--- config.mk ---
export PLATFORM = sky130hd
export DESIGN_NAME = adder_tree_burst_scheduler
export DESIGN_NICKNAME = d
export VERILOG_FILES = /design/src/rtl/adder_sched_pkg.sv /design/src/rtl/adder_sched_rr_arb.sv /design/src/rtl/adder_tree_burst_scheduler.sv
export SDC_FILE = /design/constraint.sdc
export NUM_CORES = 1
export LEC_CHECK = 0
export BUFFER_PORTS_ARGS = -buffer_cell sky130_fd_sc_hd__buf_2
export CORE_ASPECT_RATIO = 1.5
export CORE_UTILIZATION = 26
export DETAILED_ROUTE_END_ITERATION = 7
export GPL_ROUTABILITY_DRIVEN = 0
export PLACE_DENSITY = 0.5
export SYNTH_ARGS = -nofsm -noshare
export SYNTH_HDL_FRONTEND = slang
export SYNTH_SLANG_ARGS = --single-unit
--- constraint.sdc ---
create_clock -name clk -period 7.7 [get_ports clk]
set_clock_uncertainty 0.1 [all_clocks]
set_input_delay 1.54 -clock clk [delete_from_list [all_inputs] [get_ports clk]]
set_output_delay 1.54 -clock clk [all_outputs]
set_load 0.02 [all_outputs]
--- src/rtl/adder_sched_pkg.sv ---
// Shared types and constants for the burst-accumulating adder scheduler.
package adder_sched_pkg;

    typedef enum logic [1:0] {
        IDLE  = 2'd0,
        ACCUM = 2'd1,
        DONE  = 2'd2
    } state_e;

    typedef logic req_id_t;

    localparam int unsigned NUM_REQ = 2;

    // Result width that holds N_OPERANDS maximum-value operands without overflow.
    function automatic int unsigned sum_width(input int unsigned width,
                                              input int unsigned n_operands);
        return width + $clog2(n_operands);
    endfunction

endpackage

--- src/rtl/adder_sched_rr_arb.sv ---
// Two-way round-robin arbiter; the pointer names the requester that wins a tie.
module adder_sched_rr_arb
    import adder_sched_pkg::*;
(
    input  logic               clk,
    input  logic               rst_n,
    input  logic [NUM_REQ-1:0] req,
    input  logic               advance,
    output req_id_t            grant_id,
    output logic               grant_valid
);

    req_id_t ptr_q;
    req_id_t ptr_d;

    always_comb begin
        grant_valid = |req;
        grant_id    = 1'b0;
        if (&req) begin
            grant_id = ptr_q;
        end else if (req[1]) begin
            grant_id = 1'b1;
        end
        ptr_d = advance ? ~grant_id : ptr_q;
    end

    always_ff @(posedge clk) begin
        if (!rst_n) begin
            ptr_q <= 1'b0;
        end else begin
            ptr_q <= ptr_d;
        end
    end

endmodule

--- src/rtl/adder_tree_burst_scheduler.sv ---
// Shares one accumulating adder between two requesters, one whole burst at a time,
// and returns the full-precision burst sum tagged with the owning requester.
module adder_tree_burst_scheduler
    import adder_sched_pkg::*;
#(
    parameter int unsigned WIDTH      = 14,
    parameter int unsigned N_OPERANDS = 8,
    parameter int unsigned SUM_WIDTH  = sum_width(WIDTH, N_OPERANDS)
) (
    input  logic                 clk,
    input  logic                 rst_n,
    input  logic [NUM_REQ-1:0]   req_valid,
    output logic [NUM_REQ-1:0]   req_ready,
    input  logic [WIDTH-1:0]     req_data0,
    input  logic [WIDTH-1:0]     req_data1,
    output logic                 out_valid,
    input  logic                 out_ready,
    output logic [SUM_WIDTH-1:0] out_sum,
    output logic                 out_id,
    output logic                 busy
);

    localparam int unsigned       CNT_W    = $clog2(N_OPERANDS);
    localparam logic [CNT_W-1:0]  LAST_CNT = CNT_W'(N_OPERANDS - 1);

    state_e               state_q, state_d;
    logic [SUM_WIDTH-1:0] acc_q, acc_d;
    logic [CNT_W-1:0]     cnt_q, cnt_d;
    req_id_t              grant_q, grant_d;
    logic                 busy_q, busy_d;

    logic [NUM_REQ-1:0]   arb_req;
    logic                 arb_advance;
    req_id_t              arb_grant_id;
    logic                 arb_grant_valid;
    logic [WIDTH-1:0]     operand;
    logic                 accept;

    // In DONE the arbiter sees only the owner, so advancing moves the pointer past it.
    always_comb begin
        arb_req = (state_q == DONE) ? {grant_q, ~grant_q} : req_valid;
    end

    adder_sched_rr_arb u_arb (
        .clk         (clk),
        .rst_n       (rst_n),
        .req         (arb_req),
        .advance     (arb_advance),
        .grant_id    (arb_grant_id),
        .grant_valid (arb_grant_valid)
    );

    always_comb begin
        operand = grant_q ? req_data1 : req_data0;
        accept  = (state_q == ACCUM) && req_valid[grant_q];

        state_d     = state_q;
        acc_d       = acc_q;
        cnt_d       = cnt_q;
        grant_d     = grant_q;
        arb_advance = 1'b0;

        case (state_q)
            IDLE: begin
                if (arb_grant_valid) begin
                    state_d = ACCUM;
                    acc_d   = '0;
                    cnt_d   = '0;
                    grant_d = arb_grant_id;
                end
            end
            ACCUM: begin
                if (accept) begin
                    acc_d = acc_q + SUM_WIDTH'(operand);
                    cnt_d = cnt_q + CNT_W'(1);
                    if (cnt_q == LAST_CNT) begin
                        state_d = DONE;
                    end
                end
            end
            DONE: begin
                if (out_ready) begin
                    state_d     = IDLE;
                    arb_advance = 1'b1;
                end
            end
            default: begin
                state_d = IDLE;
            end
        endcase

        busy_d = (state_d != IDLE);
    end

    always_ff @(posedge clk) begin
        if (!rst_n) begin
            state_q <= IDLE;
            acc_q   <= '0;
            cnt_q   <= '0;
            grant_q <= 1'b0;
            busy_q  <= 1'b0;
        end else begin
            state_q <= state_d;
            acc_q   <= acc_d;
            cnt_q   <= cnt_d;
            grant_q <= grant_d;
            busy_q  <= busy_d;
        end
    end

    assign req_ready = (state_q == ACCUM) ? {grant_q, ~grant_q} : '0;
    assign out_valid = (state_q == DONE);
    assign out_sum   = acc_q;
    assign out_id    = grant_q;
    assign busy      = busy_q;

endmodule
==> results of run 1 <==
[worst max path at each step]
stage            startpoint                        to  slack (ns)  cells past startpoint
6_report       req_data1[0]  out_sum[12]$_SDFFE_PN0P_        4.02                      9
5_1_grt        req_data1[0]  out_sum[12]$_SDFFE_PN0P_        3.94                      9
4_1_cts        req_data1[0]  out_sum[12]$_SDFFE_PN0P_        4.04                      9
3_5_place_dp   req_data1[0]  out_sum[12]$_SDFFE_PN0P_        3.73                      9
3_3_place_gp   req_data1[0]  out_sum[12]$_SDFFE_PN0P_        3.76                      9
2_1_floorplan  req_data1[0]  out_sum[12]$_SDFFE_PN0P_        3.96                      8
[synthesized netlist by cell type (2+ instances only)]
cell type and count:
nand3_1 5, o21ai_0 19, buf_6 2, nor2_1 31
nand4_1 2, xnor2_1 5, o211ai_1 4, nor4_1 2
a32o_1 2, xor2_1 6, a211oi_1 3, mux2_2 14
clkbuf_1 3, a21o_1 6, and3_1 4, a311oi_1 2
or3_1 2, ha_1 16, nor2b_1 2, dfxtp_1 25
inv_1 4, nand2b_1 6, mux2i_1 8, nand2_1 16
nor3_1 5, a21oi_1 12
[per-layer routing]
| metal | global-route usage (%) | wire length, um |
|---|---|---|
| met1 | 16.3 | 2200 |
| met3 | 2.16 | 242 |
| met2 | 23.9 | 2350 |
| met5 | 0 | 0 |
| met4 | 5.74 | 114 |
[kinds of logic after synthesis]
group	count (synthesis)	share of synthesized area (%)
AO/OA/AOI/OAI	61	21.5
XOR/XNOR	11	5.05
adder cells (fa/ha/maj)	17	11.5
buffers and inverters	11	2.95
flip-flops	25	26.2
multiplexers	23	13.2
AND/OR/NAND/NOR	79	19.5
[sequential cells by signal (all words and copies together), names as in the netlist]
signal       flops
out_sum         17
u_arb.ptr_q      1
state_q          2
cnt_q            3
out_id           1
busy             1
[metrics by stage]
| stage | hold WS, ns | std cells |
|---|---|---|
| floorplan | 0.365 | 227 |
| global placement | 0.352 | 373 |
| detailed placement | 0.359 | 373 |
| CTS | 0.378 | 377 |
| global route | 0.407 | 377 |
| finish | 0.371 | 377 |
[layout make-up]
| class | count | area, sq um | share of cell area (%) |
|---|---|---|---|
| Timing Repair Buffer | 55 | 278 | 12.0 |
| Clock buffer | 3 | 41.3 | 1.78 |
| Sequential cell | 25 | 500 | 21.6 |
| Multi-Input combinational cell | 191 | 1350 | 58.3 |
| Clock inverter | 1 | 5.00 | 0.216 |
| Inverter | 5 | 18.8 | 0.811 |
| Tap cell | 97 | 121 | 5.24 |
[worst max-delay path, delay by kind of cell]
family,cells,cell delay (ns)
AOI/OAI and AO/OA,3,0.67
adders and majority gates,2,0.66
and+or+nand+nor,2,0.53
muxes,1,0.26
buffers and inverters,1,0.09
[power groups by stage]
stage / clock, W / sequential (W) / combinational, W
after floorplan: 0 / 0.000152 / 0.0000813
after global placement: 0 / 0.000146 / 0.000119
after detailed placement: 0 / 0.000146 / 0.000120
after CTS: 0.0000883 / 0.000143 / 0.000121
after global routing: 0.0000975 / 0.000144 / 0.000133
final: 0.0000845 / 0.000143 / 0.000120
==> run summary, run 1 <==
status: completed
HP Start: out_sum[16]$_SDFFE_PN0P_
Seq/Total Area, Yosys: 26.2%
fillers: 762
crit end category: flip-flop
Cell Area, Placed: 2270 sq um
num ports: 55
hold depth: 2
top cells by area, synth: dfxtp_1 (26%), ha_1 (10%), mux2_2 (8.3%)
CP startpoint kind: input port
Reg2Reg Capture Point: out_sum[12]$_SDFFE_PN0P_
CTS tree: yes
antenna cells: 0
RSZ-0062 raised after global routing: no
worst skew pair latency: 0.28 ns
die width: 71.9 um
clock power share: 24.4%
Std-Cell Rows: 37
slowest stage delay, CP: 0.44 ns
Design Area, Final: 2310 sq um
Req. time, crit path: 7.78 ns
Final Net Count: 331
syn_area_per_cell: 8.40 sq um
mean number of vias per cell: 4.84
ys flop type: dfxtp_1
Combinational Power Share: 34.5%
R2R depth: 8
DR WL/cell: 13.0 um
Final Max Slew Viols: 0
WHS Endpoint: out_sum[16]$_SDFFE_PN0P_
Max Cap Viol: 0
crit path DAT: 3.76 ns
initial antenna violation count: 0
Sink Count: 25
Final Hold Viols: 0
number of synthesized flops with an enable pin: 0
commonest non-fill, non-tap cell in the layout: buf_2
pin count of the biggest net entering global routing: 16
GRT overflow: 0
Die Y: 107 um
final period utilization: 47.8%
critical path type: in -> reg
Period minus WS final: 3.68 ns
slowest CP cell: fa_1
Clock Tree Root: clkbuf_8
CTS H-tree lvls: 1
Die Area: 7690 sq um
Psw: 0.000123 W
leakage: 1.05 nW
cts repair resizes: 0
Vias: 1824
Seq pwr share: 41.2%
Worst Tran Pin Value: 0.868 ns
commonest cells after routing, fill and taps aside: buf_2 (54), nor2_1 (31), dfxtp_1 (25)
r2r setup slk: 4.75 ns
Hold-fix buffers, CTS: 0
Synth Net Count: 277
post-route setup slack: 4.02 ns
router iterations before antenna repair: 4
Cell Chain, Critical Path: buf_2 > mux2_2 > ha_1 > fa_1 > a211oi_1 > o21ai_0 > and3_1 > or3_1 > a32o_1
Worst VDD drop: 0.0000610 V
Worst-path clk slew: 0.10 ns
post-DP HPWL: 3.91 mm
switch share: 35.5%
Util after Layout: 33.1%
Port Buffer Count: 54
Setup Slack @ Placement: 3.73 ns
Reg2Reg Launch Point: out_id$_SDFFE_PN0P_
Initial Util: 27.3%
antenna-violating nets left: 0
register bit count reported by yosys: 25
Internal: 0.000224 W
Mapped Cells: 227
pwr dens: 150 nW/um^2
ys async rst share: 0%
Post-Syn Area: 1910 sq um
Hold Crit Class: reg -> reg
Final setup viols: 0
fraction of layout cells with a size suffix above 1: 27.5%
Post-Route WL: 4.91 mm
Tot GR Track Use: 13.6%
setup_tns: 0 ns
total CTS buffers: 3
Tot Pwr: 0.000347 W
DRC Markers: 0
first-pass GRT wire length: 8.20 mm
clk buf depth: 2
Syn. warnings: 0
initial DRC count: 88
core footprint: 6990 sq um
Area Growth Syn to Fin: 21.4%
Synth cell types: 47
Crit Path Max Fanout: 3
vias in the first global route: 1751
Max Clk Rate: 0.272 GHz
top-area cell type share of the netlist area: 26.2%
post-CTS setup buffer count: 0
area leader, netlist: dfxtp_1
Max-slew headroom: 42.0%
Note: power is estimated with default switching activity, not from simulation.
==> inputs of run 2 (changes only) <==
--- a/config.mk
+++ b/config.mk
@@ -5,12 +5,13 @@
 export SDC_FILE = /design/constraint.sdc
 export NUM_CORES = 1
 export LEC_CHECK = 0
+export ABC_AREA = 1
 export BUFFER_PORTS_ARGS = -buffer_cell sky130_fd_sc_hd__buf_2
 export CORE_ASPECT_RATIO = 1.5
 export CORE_UTILIZATION = 26
 export DETAILED_ROUTE_END_ITERATION = 7
 export GPL_ROUTABILITY_DRIVEN = 0
-export PLACE_DENSITY = 0.5
+export PLACE_DENSITY = 0.49
 export SYNTH_ARGS = -nofsm -noshare
 export SYNTH_HDL_FRONTEND = slang
 export SYNTH_SLANG_ARGS = --single-unit
==> constraint.sdc (replaced) <==
create_clock -name clk -period 3.8 [get_ports clk]
set_clock_uncertainty 0.1 [all_clocks]
set_input_delay 0.76 -clock clk [delete_from_list [all_inputs] [get_ports clk]]
set_output_delay 0.76 -clock clk [all_outputs]
set_load 0.02 [all_outputs]
==> run summary, run 2 <==
Initial Util: 27.2% (-0.13 points)
RSZ-0062 raised after global routing: no
num ports: 55 (unchanged)
Final Net Count: 452 (+37%)
CTS tree: yes
GRT overflow: 0 (unchanged)
Final Max Slew Viols: 0 (unchanged)
Post-Route WL: 6.10 mm (+24%)
Max-slew headroom: 56.3% (+14 points)
mean number of vias per cell: 4.38 (-9.6%)
status: completed
Worst-path clk slew: 0.07 ns (-0.03 ns)
Seq pwr share: 34.5% (-6.7 points)
Internal: 0.000526 W (+130%)
Syn. warnings: 0 (unchanged)
CTS H-tree lvls: 1 (unchanged)
Mapped Cells: 348 (+53%)
ys async rst share: 0% (unchanged)
top cells by area, synth: dfxtp_1 (24%), nand2_1 (23%), ha_1 (9.6%)
number of synthesized flops with an enable pin: 0 (unchanged)
Post-Syn Area: 2090 sq um (+9.8%)
antenna cells: 0 (unchanged)
commonest cells after routing, fill and taps aside: nand2_1 (131), buf_2 (54), inv_1 (46)
fillers: 921 (+21%)
Hold Crit Class: reg -> reg
pwr dens: 332 nW/um^2 (+120%)
cts repair resizes: 0 (unchanged)
clock power share: 29.3% (+4.9 points)
Area Growth Syn to Fin: 21.0%
max reg flops: 17 (unchanged)
Design Area, Final: 2530 sq um (+9.5%)
total CTS buffers: 3 (unchanged)
clk buf depth: 2 (unchanged)
crit path DAT: 2.45 ns (-1.31 ns)
register bit count reported by yosys: 25 (unchanged)
die width: 75.3 um (+4.6%)
most common cell in the synthesized netlist: nand2_1
Reg2Reg Capture Point: out_sum[14]$_SDFFE_PN0P_
Max Cap Viol: 0 (unchanged)
Hold-fix buffers, CTS: 0 (unchanged)
router iterations before antenna repair: 4 (unchanged)
Cell Area, Placed: 2450 sq um (+8.2%)
Clock Tree Root: clkbuf_16
R2R depth: 15 (+7)
Synth cell types: 33 (-30%)
Combinational Power Share: 36.2% (+1.7 points)
DRC Markers: 0 (unchanged)
HP Start: u_arb.ptr_q$_SDFFE_PN0P_
Std-Cell Rows: 39 (+5.4%)
Tot GR Track Use: 15.3% (+1.7 points)
Psw: 0.000315 W (+160%)
post-synthesis simple-gate area fraction: 41.1% (+22 points)
CP startpoint kind: flip-flop
Die Area: 8420 sq um (+9.5%)
Final Hold Viols: 0 (unchanged)
syn_area_per_cell: 6.02 sq um (-28%)
critical path type: reg -> reg
Die Y: 112 um (+4.7%)
top-area cell type share of the netlist area: 23.9% (-2.3 points)
post-CTS setup buffer count: 0 (unchanged)
post-DP HPWL: 4.77 mm (+22%)
Synth Area in Compound Gates: 11.4% (-10 points)
DR WL/cell: 12.1 um (-6.8%)
Seq/Total Area, Yosys: 23.9% (-2.3 points)
Port Buffer Count: 54 (unchanged)
Worst VDD drop: 0.000173 V (+180%)
Max Clk Rate: 0.419 GHz
setup_tns: 0 ns (unchanged)
Post-Synth Adder-Cell Area: 10.5% (-1.0 points)
Sink Count: 25 (unchanged)
area leader, netlist: dfxtp_1
final period utilization: 62.9%
largest family of logic cells by synthesized area: simple AND/OR/NAND/NOR gates
hold depth: 2 (unchanged)
crit end category: flip-flop
Final setup viols: 0 (unchanged)
Commonest cells post-synth: nand2_1 (131), inv_1 (46), nor2_1 (36)
r2r setup slk: 1.41 ns (-3.34 ns)
Synth Area in XOR/XNOR: 1.67% (-3.4 points)
mux cell area share after synthesis: 0% (-13 points)
Req. time, crit path: 3.86 ns (-3.92 ns)
first-pass GRT wire length: 9.77 mm (+19%)
leakage: 1.41 nW (+34%)
Period minus WS final: 2.39 ns
Synth Net Count: 398 (+44%)
ys flop type: dfxtp_1
pin count of the biggest net entering global routing: 20 (+4)
core footprint: 7710 sq um (+10%)
Crit Path Max Fanout: 16 (+13)
switch share: 37.5% (+2.0 points)
worst skew pair latency: 0.26 ns (-0.02 ns)
Reg2Reg Launch Point: out_id$_SDFFE_PN0P_
commonest non-fill, non-tap cell in the layout: nand2_1
initial antenna violation count: 0 (unchanged)
Vias: 2201 (+21%)
vias in the first global route: 2118 (+21%)
Worst Tran Pin Value: 0.656 ns (-0.212 ns)
antenna-violating nets left: 0 (unchanged)
WHS Endpoint: u_arb.ptr_q$_SDFFE_PN0P_
initial DRC count: 99 (+13%)
fraction of layout cells with a size suffix above 1: 19.5% (-8.0 points)
run 2: cell types whose count changed after synthesis, sizes merged, moves of 7 or more:
| cell | previous run | this run |
|---|---|---|
| mux2i | 9 | 0 |
| mux2 | 14 | 0 |
| a21oi | 12 | 24 |
| o21ai | 20 | 8 |
| nand2 | 16 | 134 |
| inv | 4 | 51 |
| nand3 | 6 | 21 |
| nor2 | 32 | 39 |
run 2: worst max path at each step:
stage	startpoint	endpoint	slack, ns	cells after the start
floorplan	req_data1[0]	out_sum[14]$_SDFFE_PN0P_	1.52	14
global placement	req_data0[0]	out_sum[14]$_SDFFE_PN0P_	1.29	15
detailed placement	req_data0[0]	out_sum[14]$_SDFFE_PN0P_	1.25	15
CTS	out_id$_SDFFE_PN0P_	out_sum[14]$_SDFFE_PN0P_	1.39	15
global route	out_id$_SDFFE_PN0P_	out_sum[16]$_SDFFE_PN0P_	1.22	12
finish	out_id$_SDFFE_PN0P_	out_sum[14]$_SDFFE_PN0P_	1.41	15
run 2: cell families (layout without fill, tap and decap cells):
| kind of cell | count (synthesis) | in the layout |
|---|---|---|
| xor+xnor | 4 | 4 |
| fa+ha+maj | 17 | 17 |
| simple gates | 207 | 207 |
| buf+inv | 57 | 110 |
| flops | 25 | 25 |
| compound gates | 38 | 38 |
run 2: metrics by stage:
step / std cells / hold WS (ns) / total power [W] / setup WS (ns) / util (%)
after global routing: 503 / 0.413 / 0.000906 / 1.22 / 32.9
after global placement: 499 / 0.367 / 0.000603 / 1.29 / 31.8
after CTS: 503 / 0.382 / 0.000855 / 1.39 / 32.9
final: 503 / 0.384 / 0.000841 / 1.41 / 32.9
after floorplan: 348 / 0.351 / 0.000521 / 1.52 / -
after detailed placement: 499 / 0.372 / 0.000605 / 1.25 / 31.8
run 2: area by class of cell:
type	count	area, sq um	area share (%)
multi-input cells	266	1350	53.4
well taps	102	128	5.04
inverters	51	194	7.65
flip-flops and latches	25	500	19.8
clock inverters	1	5.00	0.198
clock buffers	3	75.1	2.96
repair buffers	55	278	11.0
run 2: critical path, stage by stage, from the launching register on:
cell,delay [ns]
dfxtp_1,0.33
inv_1,0.29
nand2_1,0.14
nand2_1,0.06
ha_1,0.21
fa_1,0.43
nand3_1,0.11
nand3_2,0.12
nand2_1,0.08
nand2_1,0.07
nand2_1,0.09
nand2_1,0.06
nand2_1,0.07
nand2_1,0.05
nand2_1,0.06
nor2_1,0.04
run 2: power groups by stage:
stage | combinational, W | sequential [W] | clock [W]
2_1_floorplan | 0.000209 | 0.000311 | 0
3_3_place_gp | 0.000306 | 0.000297 | 0
3_5_place_dp | 0.000307 | 0.000297 | 0
4_1_cts | 0.000309 | 0.000291 | 0.000255
5_1_grt | 0.000348 | 0.000293 | 0.000264
6_report | 0.000304 | 0.000291 | 0.000247
run 2: metal layers:
| metal | GRT usage, % | share of wire, % | vias to the layer above |
|---|---|---|---|
| met5 | 0 | 0 | - |
| met4 | 3.95 | 1.0 | 0 |
| met3 | 1.45 | 2.4 | 4 |
| met2 | 29.0 | 53 | 47 |
| met1 | 17.6 | 43 | 959 |
| li1 | - | - | 1191 |
==> inputs of run 3 (changes only) <==
--- a/config.mk
+++ b/config.mk
@@ -11,7 +11,7 @@
 export CORE_UTILIZATION = 26
 export DETAILED_ROUTE_END_ITERATION = 7
 export GPL_ROUTABILITY_DRIVEN = 0
-export PLACE_DENSITY = 0.49
+export PLACE_DENSITY = 0.51
 export SYNTH_ARGS = -nofsm -noshare
 export SYNTH_HDL_FRONTEND = slang
 export SYNTH_SLANG_ARGS = --single-unit
==> constraint.sdc (replaced) <==
create_clock -name clk -period 1.99 [get_ports clk]
set_clock_uncertainty 0.1 [all_clocks]
set_input_delay 0.398 -clock clk [delete_from_list [all_inputs] [get_ports clk]]
set_output_delay 0.398 -clock clk [all_outputs]
set_load 0.02 [all_outputs]
==> run summary, run 3 (synthesis results as in run 2) <==
Crit path depth: 13 (-2)
RSZ-0062 raised after global routing: yes
CTS H-tree lvls: 1 (unchanged)
pin count of the biggest net entering global routing: 17 (-15%)
Vias: 2362 (+7.3%)
R2R depth: 13 (-2)
total CTS buffers: 3 (unchanged)
antenna-violating nets left: 0 (unchanged)
num ports: 55 (unchanged)
met2 GRT Util: 31.2% (+2.2 points)
Final Max Slew Viols: 0 (unchanged)
pwr dens: 611 nW/um^2 (+84%)
Clock Tree Root: clkbuf_16
die width: 75.3 um (unchanged)
vias in the first global route: 2258 (+6.6%)
crit path DAT: 2.03 ns (-0.42 ns)
slowest stage delay, CP: 0.41 ns (-0.02 ns)
setup_tns: 0 ns (unchanged)
Hold Crit Class: in -> reg
Post-Route WL: 6.43 mm (+5.4%)
HP Start: out_ready
slowest CP cell: dfxtp_4
Crit Path Max Fanout: 15 (-1)
router iterations before antenna repair: 4 (unchanged)
Area Growth Syn to Fin: 44.0%
post-DP HPWL: 5.07 mm (+6.2%)
Max Clk Rate: 0.508 GHz (+21%)
CP startpoint kind: flip-flop
antenna cells: 0 (unchanged)
commonest cells after routing, fill and taps aside: nand2_1 (120), buf_2 (54), inv_1 (45)
Sequential cell area: 504 sq um (+0.75%)
Setup Slack @ Placement: -0.0521 ns (-1.30 ns)
status: completed
Cell Chain, Critical Path: inv_8 > nand2_1 > nand2_1 > ha_2 > fa_2 > nand3_2 > nand3_4 > nand2_2 > nand2_2 > nand3b_1 > nand2_1 > a21oi_1 > nor2_1
core footprint: 7710 sq um (unchanged)
met3 GRT Util: 1.63% (+0.18 points)
mean number of vias per cell: 4.44 (+1.5%)
leakage: 1.56 nW (+11%)
fraction of layout cells with a size suffix above 1: 34.9% (+15 points)
Worst VDD drop: 0.000341 V (+98%)
DR WL/cell: 12.1 um (-0.31%)
Final setup viols: 0 (unchanged)
WHS Endpoint: u_arb.ptr_q$_SDFFE_PN0P_
Worst Path Buf+Inv: 1 (unchanged)
Period minus WS final: 1.97 ns (-0.421 ns)
initial antenna violation count: 0 (unchanged)
layer with the highest usage: met2
Die Area: 8420 sq um (unchanged)
hold depth: 2 (unchanged)
Reg2Reg Launch Point: out_id$_SDFFE_PN0P_
Die Y: 112 um (unchanged)
fillers: 868 (-5.8%)
first-pass GRT wire length: 10.5 mm (+7.4%)
DRC Markers: 0 (unchanged)
clk buf depth: 2 (unchanged)
commonest non-fill, non-tap cell in the layout: nand2_1
Critical Path Most Common Cell: nand2_1
r2r setup slk: 0.02 ns (-1.39 ns)
Worst Tran Pin Value: 0.312 ns (-0.343 ns)
post-route setup slack: 0.0227 ns (-1.39 ns)
hold_ws: 0.273 ns (-0.111 ns)
multi-input combinational cell area: 1600 sq um (+18%)
Worst-path clk slew: 0.07 ns (about the same)
CTS tree: yes
grt met1 use: 18.3% (+0.70 points)
final period utilization: 98.9% (+36 points)
Largest delay share family, worst path: simple AND/OR/NAND/NOR gates
Hold-fix buffers, CTS: 0 (unchanged)
Std-Cell Rows: 39 (unchanged)
Reg2Reg Capture Point: out_sum[16]$_SDFFE_PN0P_
Req. time, crit path: 2.05 ns (-1.81 ns)
worst skew pair latency: 0.26 ns (about the same)
Max Cap Viol: 0 (unchanged)
Final Net Count: 481 (+6.4%)
critical path type: reg -> reg
max reg flops: 17 (unchanged)
Max-slew headroom: 79.2% (+23 points)
Final Hold Viols: 0 (unchanged)
Tot GR Track Use: 16.2% (+0.90 points)
Initial Util: 27.2% (unchanged)
Port Buffer Count: 54 (unchanged)
initial DRC count: 61 (-38%)
GRT overflow: 0 (unchanged)
Sink Count: 25 (unchanged)
crit end category: flip-flop
## run 3: cell types whose count changed in the layout (fill, tap and decap cells not counted), moves of 2 or more
| cell | before | now |
|---|---|---|
| ha_1 | 16 | 3 |
| nand3_1 | 20 | 18 |
| ha_2 | 0 | 2 |
| ha_4 | 0 | 11 |
| buf_4 | 1 | 29 |
| nand2_2 | 1 | 12 |
| nor2_1 | 36 | 31 |
| nor2_2 | 3 | 8 |
| a21oi_2 | 2 | 9 |
| a21oi_1 | 22 | 14 |
| nand2_1 | 131 | 120 |
## run 3: cell type report
| type | instances | area share [%] |
|---|---|---|
| clock buffer | 3 | 2.49 |
| clock inverter | 1 | 0.166 |
| inverter | 51 | 6.68 |
| multi-input combinational | 266 | 53.1 |
| sequential | 25 | 16.7 |
| tap | 102 | 4.23 |
| timing repair buffer | 84 | 16.6 |
## run 3: how the worst max path moves through the flow
stage | startpoint | to
4_1_cts | out_id$_SDFFE_PN0P_ | out_sum[16]$_SDFFE_PN0P_
6_report | out_id$_SDFFE_PN0P_ | out_sum[16]$_SDFFE_PN0P_
5_1_grt | out_id$_SDFFE_PN0P_ | out_sum[16]$_SDFFE_PN0P_
2_1_floorplan | out_id$_SDFFE_PN0P_ | out_sum[14]$_SDFFE_PN0P_
3_5_place_dp | out_id$_SDFFE_PN0P_ | out_sum[15]$_SDFFE_PN0P_
3_3_place_gp | out_id$_SDFFE_PN0P_ | out_sum[15]$_SDFFE_PN0P_
## run 3: report_power, final
group | switching [W] | total, W | leakage (nW) | internal, W
clock network | 0.000203 | 0.000474 | 0.0409 | 0.000272
registers | 0.0000367 | 0.000568 | 0.205 | 0.000532
logic | 0.000443 | 0.000800 | 1.32 | 0.000357
## run 3: through the flow
stage	util, %	power, W	area [sq um]	cells
3_5_place_dp	35.2	0.00128	2710	526
6_report	39.1	0.00184	3010	532
3_3_place_gp	35.2	0.00128	2710	526
2_1_floorplan	-	0.00102	2160	348
4_1_cts	37.4	0.00179	2880	531
5_1_grt	39.1	0.00197	3010	532
## run 3: timing repair
| action | CTS | global route |
|---|---|---|
| pin swaps | 3 | 2 |
| buffers inserted | 1 | 1 |
| endpoints found under the setup margin | 8 | 14 |
| resized for setup | 14 | 25 |
| endpoints found under the hold margin | 0 | 0 |
| cloned | 0 | 0 |
## run 3: per-layer routing
metal  share of wire, %  wire (um)  up-vias
li1                   -          -     1257
met1                 41       2630     1049
met2                 55       3530       50
met3                3.1        200        6
met4                1.1         70        0
met5                  0          0        -
